==> config.mk <==
export PLATFORM = sky130hd
export DESIGN_NAME = mmio_uart_io_flat
export DESIGN_NICKNAME = d
export VERILOG_FILES = /design/src/rtl/mmio_uart_io_if.sv /design/src/rtl/mmio_uart_io.sv /design/src/flat_wrapper.sv
export SDC_FILE = /design/constraint.sdc
export NUM_CORES = 1
export LEC_CHECK = 0
export CORE_UTILIZATION = 32
export CTS_BUF_LIST = sky130_fd_sc_hd__clkbuf_16
export DETAILED_ROUTE_END_ITERATION = 7
export PLACE_DENSITY = 0.63
export REMOVE_ABC_BUFFERS = 1
export SLEW_MARGIN = 20
export SYNTH_ARGS = -nofsm -noshare
export SYNTH_HDL_FRONTEND = slang
export SYNTH_SLANG_ARGS = --single-unit
==> constraint.sdc <==
create_clock -name clk -period 3.8 [get_ports clk]
set_clock_uncertainty 0.1 [all_clocks]
set_input_delay 0.76 -clock clk [delete_from_list [all_inputs] [get_ports clk]]
set_output_delay 0.76 -clock clk [all_outputs]
set_load 0.005 [all_outputs]
==> src/rtl/mmio_uart_io_if.sv <==
// Load/store bus between the core's I/O decode and the UART/counter block.
interface mmio_uart_io_if #(
   parameter int unsigned ADDR_W = 8
);
   logic              io_sel;
   logic [ADDR_W-1:0] addr;
   logic              rd_en;
   logic [3:0]        wr_en;
   logic [31:0]       wdata;
   logic [31:0]       rdata;

   modport master (output io_sel, addr, rd_en, wr_en, wdata, input rdata);
   modport slave  (input io_sel, addr, rd_en, wr_en, wdata, output rdata);
endinterface

==> src/rtl/mmio_uart_io.sv <==
// Memory-mapped UART RX/TX FIFOs plus cycle and instruction counters,
// with registered load data (one-cycle read latency).
module mmio_uart_io #(
   parameter int unsigned ADDR_W   = 8,
   parameter int unsigned CNT_W    = 32,
   parameter int unsigned RX_DEPTH = 8,
   parameter int unsigned TX_DEPTH = 8
) (
   input  logic                 clk,
   input  logic                 rst,
   mmio_uart_io_if.slave        bus,
   input  logic [7:0]           rx_data_in,
   input  logic                 rx_valid_in,
   output logic                 rx_ready_out,
   output logic [7:0]           tx_data_out,
   output logic                 tx_valid_out,
   input  logic                 tx_ready_in,
   input  logic                 inst_retire
);
   localparam int unsigned RX_AW = $clog2(RX_DEPTH);
   localparam int unsigned RX_CW = RX_AW + 1;
   localparam int unsigned TX_AW = $clog2(TX_DEPTH);
   localparam int unsigned TX_CW = TX_AW + 1;

   localparam logic [ADDR_W-1:0] A_STATUS = ADDR_W'(8'h00);
   localparam logic [ADDR_W-1:0] A_RXDATA = ADDR_W'(8'h04);
   localparam logic [ADDR_W-1:0] A_TXDATA = ADDR_W'(8'h08);
   localparam logic [ADDR_W-1:0] A_CYCLE  = ADDR_W'(8'h10);
   localparam logic [ADDR_W-1:0] A_INST   = ADDR_W'(8'h14);
   localparam logic [ADDR_W-1:0] A_CNTCLR = ADDR_W'(8'h18);
   localparam logic [ADDR_W-1:0] A_OVFCLR = ADDR_W'(8'h1C);

   localparam logic [RX_CW-1:0] RX_FULL = RX_CW'(RX_DEPTH);
   localparam logic [TX_CW-1:0] TX_FULL = TX_CW'(TX_DEPTH);

   logic [7:0]        rx_mem [RX_DEPTH];
   logic [7:0]        tx_mem [TX_DEPTH];
   logic [RX_AW-1:0]  rx_rptr, rx_wptr;
   logic [TX_AW-1:0]  tx_rptr, tx_wptr;
   logic [RX_CW-1:0]  rx_cnt, rx_cnt_nxt;
   logic [TX_CW-1:0]  tx_cnt, tx_cnt_nxt;
   logic              rx_ovf;
   logic [CNT_W-1:0]  cyc_cnt, inst_cnt;

   logic [ADDR_W-1:0] off;
   logic              rd, wr;
   logic              rx_pop, rx_push, rx_ovf_set;
   logic              tx_pop, tx_push;
   logic              cnt_clr, ovf_clr;
   logic [31:0]       rd_val;

   assign rx_ready_out = 1'b1;
   assign tx_data_out  = tx_mem[tx_rptr];
   assign off          = bus.addr & ~ADDR_W'(3);

   // Access decode, FIFO push/pop qualification and load-data mux.
   always_comb begin
      rd         = bus.io_sel & bus.rd_en;
      wr         = bus.io_sel & (|bus.wr_en);
      rx_pop     = rd && (off == A_RXDATA) && (rx_cnt != '0);
      rx_push    = rx_valid_in && ((rx_cnt != RX_FULL) || rx_pop);
      rx_ovf_set = rx_valid_in && (rx_cnt == RX_FULL) && !rx_pop;
      tx_pop     = tx_valid_out && tx_ready_in;
      tx_push    = wr && (off == A_TXDATA) && ((tx_cnt != TX_FULL) || tx_pop);
      cnt_clr    = wr && (off == A_CNTCLR);
      ovf_clr    = wr && (off == A_OVFCLR);

      rx_cnt_nxt = rx_cnt;
      if (rx_push && !rx_pop)      rx_cnt_nxt = rx_cnt + RX_CW'(1);
      else if (!rx_push && rx_pop) rx_cnt_nxt = rx_cnt - RX_CW'(1);

      tx_cnt_nxt = tx_cnt;
      if (tx_push && !tx_pop)      tx_cnt_nxt = tx_cnt + TX_CW'(1);
      else if (!tx_push && tx_pop) tx_cnt_nxt = tx_cnt - TX_CW'(1);

      rd_val = '0;
      if (rd) begin
         case (off)
            A_STATUS: rd_val = {8'h00, 8'(tx_cnt), 8'(rx_cnt), 5'b0, rx_ovf,
                                (rx_cnt != '0), (tx_cnt != TX_FULL)};
            A_RXDATA: rd_val = rx_pop ? {24'h0, rx_mem[rx_rptr]} : 32'h0;
            A_CYCLE:  rd_val = 32'(cyc_cnt);
            A_INST:   rd_val = 32'(inst_cnt);
            default:  rd_val = '0;
         endcase
      end
   end

   // Control state; storage arrays are written separately and need no reset.
   always_ff @(posedge clk or posedge rst) begin
      if (rst) begin
         rx_rptr      <= '0;
         rx_wptr      <= '0;
         rx_cnt       <= '0;
         tx_rptr      <= '0;
         tx_wptr      <= '0;
         tx_cnt       <= '0;
         tx_valid_out <= 1'b0;
         rx_ovf       <= 1'b0;
         cyc_cnt      <= '0;
         inst_cnt     <= '0;
         bus.rdata    <= '0;
      end else begin
         if (rx_push) rx_wptr <= rx_wptr + RX_AW'(1);
         if (rx_pop)  rx_rptr <= rx_rptr + RX_AW'(1);
         if (tx_push) tx_wptr <= tx_wptr + TX_AW'(1);
         if (tx_pop)  tx_rptr <= tx_rptr + TX_AW'(1);
         rx_cnt       <= rx_cnt_nxt;
         tx_cnt       <= tx_cnt_nxt;
         tx_valid_out <= (tx_cnt_nxt != '0);
         // Overflow set wins over a same-cycle clear.
         if (rx_ovf_set)   rx_ovf <= 1'b1;
         else if (ovf_clr) rx_ovf <= 1'b0;
         cyc_cnt   <= cnt_clr ? '0 : cyc_cnt + CNT_W'(1);
         inst_cnt  <= cnt_clr ? '0 : (inst_retire ? inst_cnt + CNT_W'(1) : inst_cnt);
         bus.rdata <= rd_val;
      end
   end

   always_ff @(posedge clk) begin
      if (rx_push) rx_mem[rx_wptr] <= rx_data_in;
      if (tx_push) tx_mem[tx_wptr] <= bus.wdata[7:0];
   end
endmodule

==> src/flat_wrapper.sv <==
// flat-port wrapper written by rule: the top's interface ports become plain ports
module mmio_uart_io_flat 
#(
   parameter int unsigned ADDR_W   = 8,
   parameter int unsigned CNT_W    = 32,
   parameter int unsigned RX_DEPTH = 8,
   parameter int unsigned TX_DEPTH = 8
)
  (clk, rst, rx_data_in, rx_valid_in, rx_ready_out, tx_data_out, tx_valid_out, tx_ready_in, inst_retire, bus_io_sel, bus_addr, bus_rd_en, bus_wr_en, bus_wdata, bus_rdata);
  mmio_uart_io_if #(.ADDR_W(ADDR_W)) bus_i ();
  input  logic clk;
  input  logic rst;
  input  logic [7:0] rx_data_in;
  input  logic rx_valid_in;
  output logic rx_ready_out;
  output logic [7:0] tx_data_out;
  output logic tx_valid_out;
  input  logic tx_ready_in;
  input  logic inst_retire;
  input wire logic [$bits(bus_i.io_sel)-1:0] bus_io_sel;
  input wire logic [$bits(bus_i.addr)-1:0] bus_addr;
  input wire logic [$bits(bus_i.rd_en)-1:0] bus_rd_en;
  input wire logic [$bits(bus_i.wr_en)-1:0] bus_wr_en;
  input wire logic [$bits(bus_i.wdata)-1:0] bus_wdata;
  output wire logic [$bits(bus_i.rdata)-1:0] bus_rdata;
  assign bus_i.io_sel = bus_io_sel;
  assign bus_i.addr = bus_addr;
  assign bus_i.rd_en = bus_rd_en;
  assign bus_i.wr_en = bus_wr_en;
  assign bus_i.wdata = bus_wdata;
  assign bus_rdata = bus_i.rdata;
  mmio_uart_io #(.ADDR_W(ADDR_W), .CNT_W(CNT_W), .RX_DEPTH(RX_DEPTH), .TX_DEPTH(TX_DEPTH)) u_core (.clk(clk), .rst(rst), .bus(bus_i), .rx_data_in(rx_data_in), .rx_valid_in(rx_valid_in), .rx_ready_out(rx_ready_out), .tx_data_out(tx_data_out), .tx_valid_out(tx_valid_out), .tx_ready_in(tx_ready_in), .inst_retire(inst_retire));
endmodule
; ---- Yosys cells after proc, flatten, opt, wreduce, memory -nomap -nowiden
; Memories as Yosys holds them, arrays and structs flattened.
; Index checks and enable logic that the tools add are counted.
[word_totals]
regBits = 118
ramBits = 128
inputBits = 59
memories = 2
[classes]
add_sub_neg = 10
eq_ne = 9
n_mux = 16
bitwise = 2
n_reduce_logical = 27
[mem_list]
columns = memory, words, word_bits, read_ports, rd_clocked_by_memory_dff, write_ports, line_no
row1 = u_core.rx_mem, 8, 8, 1, 0, 1, mmio_uart_io.sv:36  ; logic [7:0] rx_mem [RX_DEPTH];
row2 = u_core.tx_mem, 8, 8, 1, 0, 1, mmio_uart_io.sv:37  ; logic [7:0] tx_mem [TX_DEPTH];
[ops]
columns = operator, count
row1 = $mux W32, 4
row2 = $pmux W32 S4, 1
row3 = $add A32 B1 Y32 const B, 2
row4 = $eq A6 B3 Y1 const B, 4
row5 = $mux W4, 4
row6 = $logic_and A1 B1 Y1, 14
row7 = $add A3 B1 Y3 const B, 4
row8 = $add A4 B1 Y4 const B, 2
row9 = $logic_not A8 Y1, 1
row10 = $mux W8, 1
row11 = $ne A4 B4 Y1 const B, 2
row12 = $reduce_bool A4 Y1, 2
row13 = $sub A4 B1 Y4 const B, 2
row14 = $eq A6 B1 Y1 const B, 1
row15 = $eq A6 B2 Y1 const B, 1
row16 = $mux W1, 6
row17 = $reduce_bool A2 Y1, 3
row18 = $eq A4 B4 Y1 const B, 1
row19 = $logic_not A1 Y1, 4
row20 = $reduce_or A4 Y1, 1
row21 = $and A1 B1 Y1, 2
row22 = $logic_or A1 B1 Y1, 2

; ---- Longest topological paths before layout
[depth]
ltp_word = 9
mapped_depth = 12

; ---- Worst setup path after synthesis
; OpenSTA, ideal clock, no wires.
[synth_path]
path_type = in2reg
from = input port bus_addr[3]
to = memory u_core.rx_mem[2][0], enable pin
setup_ps = 398
arrival_time_ps = 2813
required_ps = 3302
slack_ps = 489
path_stages = 4
cell_sequence = or4_4 > o311ai_1 > nand2_1 > nor4b_1
[synth_between]
elab_chain_cells = 7
[synth_rtl]
columns = element, line_no
row1 = from (decl), flat_wrapper.sv:21  ; input wire logic [$bits(bus_i.addr)-1:0] bus_addr;
row2 = $eq A6 B1 Y1, mmio_uart_io.sv:60  ; rx_pop = rd && (off == A_RXDATA) && (rx_cnt != '0);
row3 = $logic_and A1 B1 Y1 (2 in a row), mmio_uart_io.sv:60
row4 = $logic_or A1 B1 Y1, mmio_uart_io.sv:61  ; rx_push = rx_valid_in && ((rx_cnt != RX_FULL) || rx_pop);
row5 = $logic_and A1 B1 Y1, mmio_uart_io.sv:61
row6 = $mux W1, mmio_uart_io.sv:121  ; if (rx_push) rx_mem[rx_wptr] <= rx_data_in;
row7 = $mux W1 (not written as such), mmio_uart_io.sv:121
row8 = to (decl), mmio_uart_io.sv:36
; Every way passes these cells.

; ---- Worst setup path in the final report
[layout_path]
from = register u_core.tx_rptr[0]
to = output port tx_data_out[7]
[layout_between]
elab_chain_cells = 1
[layout_rtl]
columns = element, line_no
row1 = from (decl), mmio_uart_io.sv:39  ; logic [TX_AW-1:0] tx_rptr, tx_wptr;
row2 = from (signal assigned), mmio_uart_io.sv:107  ; if (tx_pop) tx_rptr <= tx_rptr + TX_AW'(1);
row3 = $mem_v2 Z8 W8, -
row4 = to (decl), flat_wrapper.sv:16  ; output logic [7:0] tx_data_out;
; Every way passes these cells.

==> run metrics <==
met1 track demand over resource=19.1%; Resized cells post-CTS=0; number of synthesized flops with an enable pin=between 100 and 150; final hold slack=0.396 ns; Post-Syn Area=10700 sq um; Clock Sinks=between 200 and 250; Cell Rows=66; setup TNS=0 ns; DRC viols=0; most frequent cells after synthesis=edfxtp_1 (128), dfrtp_1 (118), nor2_1 (106), nand2_1 (46), xnor2_1 (44); Layout area overhead=21.0%; PD cells=566 nW/um^2; fin crit period=3.34 ns; status=complete, no violations; share of post-route cells with drive strength above 1=15.2%; Rel. slew slack=47.7%; clock tree buffer depth=3; grt met2 use=22.3%; Via density=around 4.9; number of global-route vias before repair=between 6000 and 7000; Worst setup SP type=flop; drt wl/cell=17.0 microns; hpwl dp=15400 microns; Synth cell types=55; overall routed net length=23000 microns; Global Route met3 Usage=2.34%; max-slew violation count=0; top cells by area, synth=edfxtp_1 (36%), dfrtp_1 (28%), mux4_2 (6.7%); Final Hold Fails=0; Placeable Area=roughly 33000 sq um; Die X=185 microns; PortBufs=73; GR Overflow Total=0; period utilisation layout=88.0%; Overall Power=7320 uW; worst stage delay on the critical path=roughly 0.54 ns; register area share after synthesis=63.6%; RSZ-0062 raised after global routing=no; htree depth=1; Leakage=0.00475 uW; antenna violations before repair=0; die area=34100 sq um; top cell type's share of synthesized area=35.9%; crit end category=primary output; cell taking the most area after synthesis=edfxtp_1; #FFs+latches synth=246; Clk Latency, worst-skew pair=0.54 ns; synthesized area per cell=between 10 and 15 sq um; die height=~180 microns; I/O pin count=101; VDD IR-drop max=~300 uV; max cap viols=0; Starting Density=roughly a third; Post-DRT Antenna Nets=0; Hold Path Class=reg -> reg; Syn Inst Count=791; initial DRC count=492; GR peak layer=met2; Tot GR Track Use=about 14%; Worst Tran Pin Value=between 0.7 and 0.8 ns; largest net degree at the start of global routing=58; clock root buffer=clkbuf_16; fin util=39.6%; arrival time worst endpoint=2.48 ns; crit-path cells=buf_4 > mux4_2 > mux2_2 > clkdlybuf4s50_1; diode count=0; largest delay contributor family on the critical path=multiplexers; Worst Path Max Fanout=18; TritonCTS clock tree=done; Post-synth ARST share=48.0%; RD Place Congestion=0.808; first-pass GRT wire length=36900 microns; CP bufs+invs=2; Final nets=roughly 960; drt pass-1 iters=7; critical path data required time=2.94 ns; CTS Buf Count=25; Via Count=between 6000 and 7000; # setup viols final=0; Fill cells=3082; setup repair bufs after CTS=0; CP max-delay cell=mux4_2; Crit Path Category=reg -> out; clock-pin slew on the worst setup and hold paths=0.06 ns; Yosys Warn Count=0; CTS hold repair buffers=0; count leader, synth=edfxtp_1; Fmax=roughly 0.30 GHz; ys flop type=edfxtp_1
[report_power, final]
| part | switching (uW) | total (uW) | internal, uW |
|---|---|---|---|
| Combinational | 647 | 1440 | 795 |
| Clock | 1030 | 2370 | 1340 |
| Sequential | 367 | 3510 | 3140 |
[layout by cell type, fill, tap and decap left out, types with 3 or more instances in the layout]
cell type and instances:
edfxtp_1 128, dfrtp_1 118, nor2_1 106, clkdlybuf4s50_1 73
nand2_1 46, xnor2_1 44, buf_4 39, mux4_2 32
nand3_1 25, clkbuf_16 25, xor2_1 22, nor3_1 19
a21oi_1 19, inv_1 17, a22oi_1 17, mux2_2 17
nor4_1 14, mux2i_1 14, o21ai_0 12, ha_1 12
nand4_1 11, or3_1 9, and2_1 8, and4_1 8
and3_1 8, clkinv_1 8, nor3b_1 6, a222oi_1 6
nor4b_1 3, or4_1 3, clkinv_2 3
[area by class of cell]
type	instances	area, sq um	share of cell area [%]
Inverter	15	58.8	0.455
Multi-Input combinational cell	489	3670	28.4
Timing Repair Buffer	114	1060	8.22
Tap cell	442	553	4.28
Sequential cell	246	6800	52.5
Clock inverter	21	164	1.27
Clock buffer	25	626	4.84
[per-layer routing]
layer | part of all wire [%] | up-vias
met1 | 46 | 3285
li1 | - | 3105
met5 | 0 | -
met3 | 5.4 | 36
met2 | 46 | 151
met4 | 2.6 | 0
[stage by stage]
step                setup slack [ns]  instances  cell area (sq um)
detailed placement            0.0200       1306              12100
finish                         0.458       1352              12900
global route                   0.330       1352              12900
CTS                            0.416       1352              12900
global placement              0.0454       1306              12100
floorplan                     -0.189        750              10500
[state kept, by name, indices dropped and copies added, names as in the netlist]
| name | cells |
|---|---|
| u_core.bus.rdata | 32 |
| u_core.cyc_cnt | 32 |
| u_core.inst_cnt | 32 |
| u_core.rx_cnt | 4 |
| u_core.rx_mem | 64 |
| u_core.rx_ovf | 1 |
| u_core.rx_rptr | 3 |
| u_core.rx_wptr | 3 |
| u_core.tx_cnt | 4 |
| u_core.tx_mem | 64 |
| u_core.tx_rptr | 3 |
| u_core.tx_valid_out | 1 |
| u_core.tx_wptr | 3 |
[worst paths after layout]
check | from | end | slack (ns) | depth (start not counted)
worst max register to register | u_core.rx_rptr[0]$_DFFE_PP0N_ | u_core.bus.rdata[3]$_DFF_PP0_ | 1.30 | 5
max in group asynchronous | rst | u_core.cyc_cnt[20]$_DFF_PP0_ | 2.22 | 3
min in group asynchronous | rst | u_core.tx_rptr[1]$_DFFE_PP0P_ | 0.62 | 2
worst max-delay path | u_core.tx_rptr[0]$_DFFE_PP0P_ | tx_data_out[7] | 0.46 | 4
worst min register to register | u_core.tx_wptr[2]$_DFFE_PP0P_ | u_core.tx_wptr[2]$_DFFE_PP0P_ | 0.40 | 1
worst min-delay path | u_core.tx_wptr[2]$_DFFE_PP0P_ | u_core.tx_wptr[2]$_DFFE_PP0P_ | 0.40 | 1
[logic make-up after synthesis]
group | after synthesis | share of synthesized area, %
AOI/OAI and AO/OA | 62 | 3.85
xor gates and xnor gates | 66 | 5.41
adders and majority gates | 13 | 1.59
buffers and inverters | 56 | 2.14
DFF | 246 | 63.6
muxes | 64 | 10.1
other | 1 | 0.0351
and+or+nand+nor | 283 | 13.4
Power figures use the tool's default switching activity.
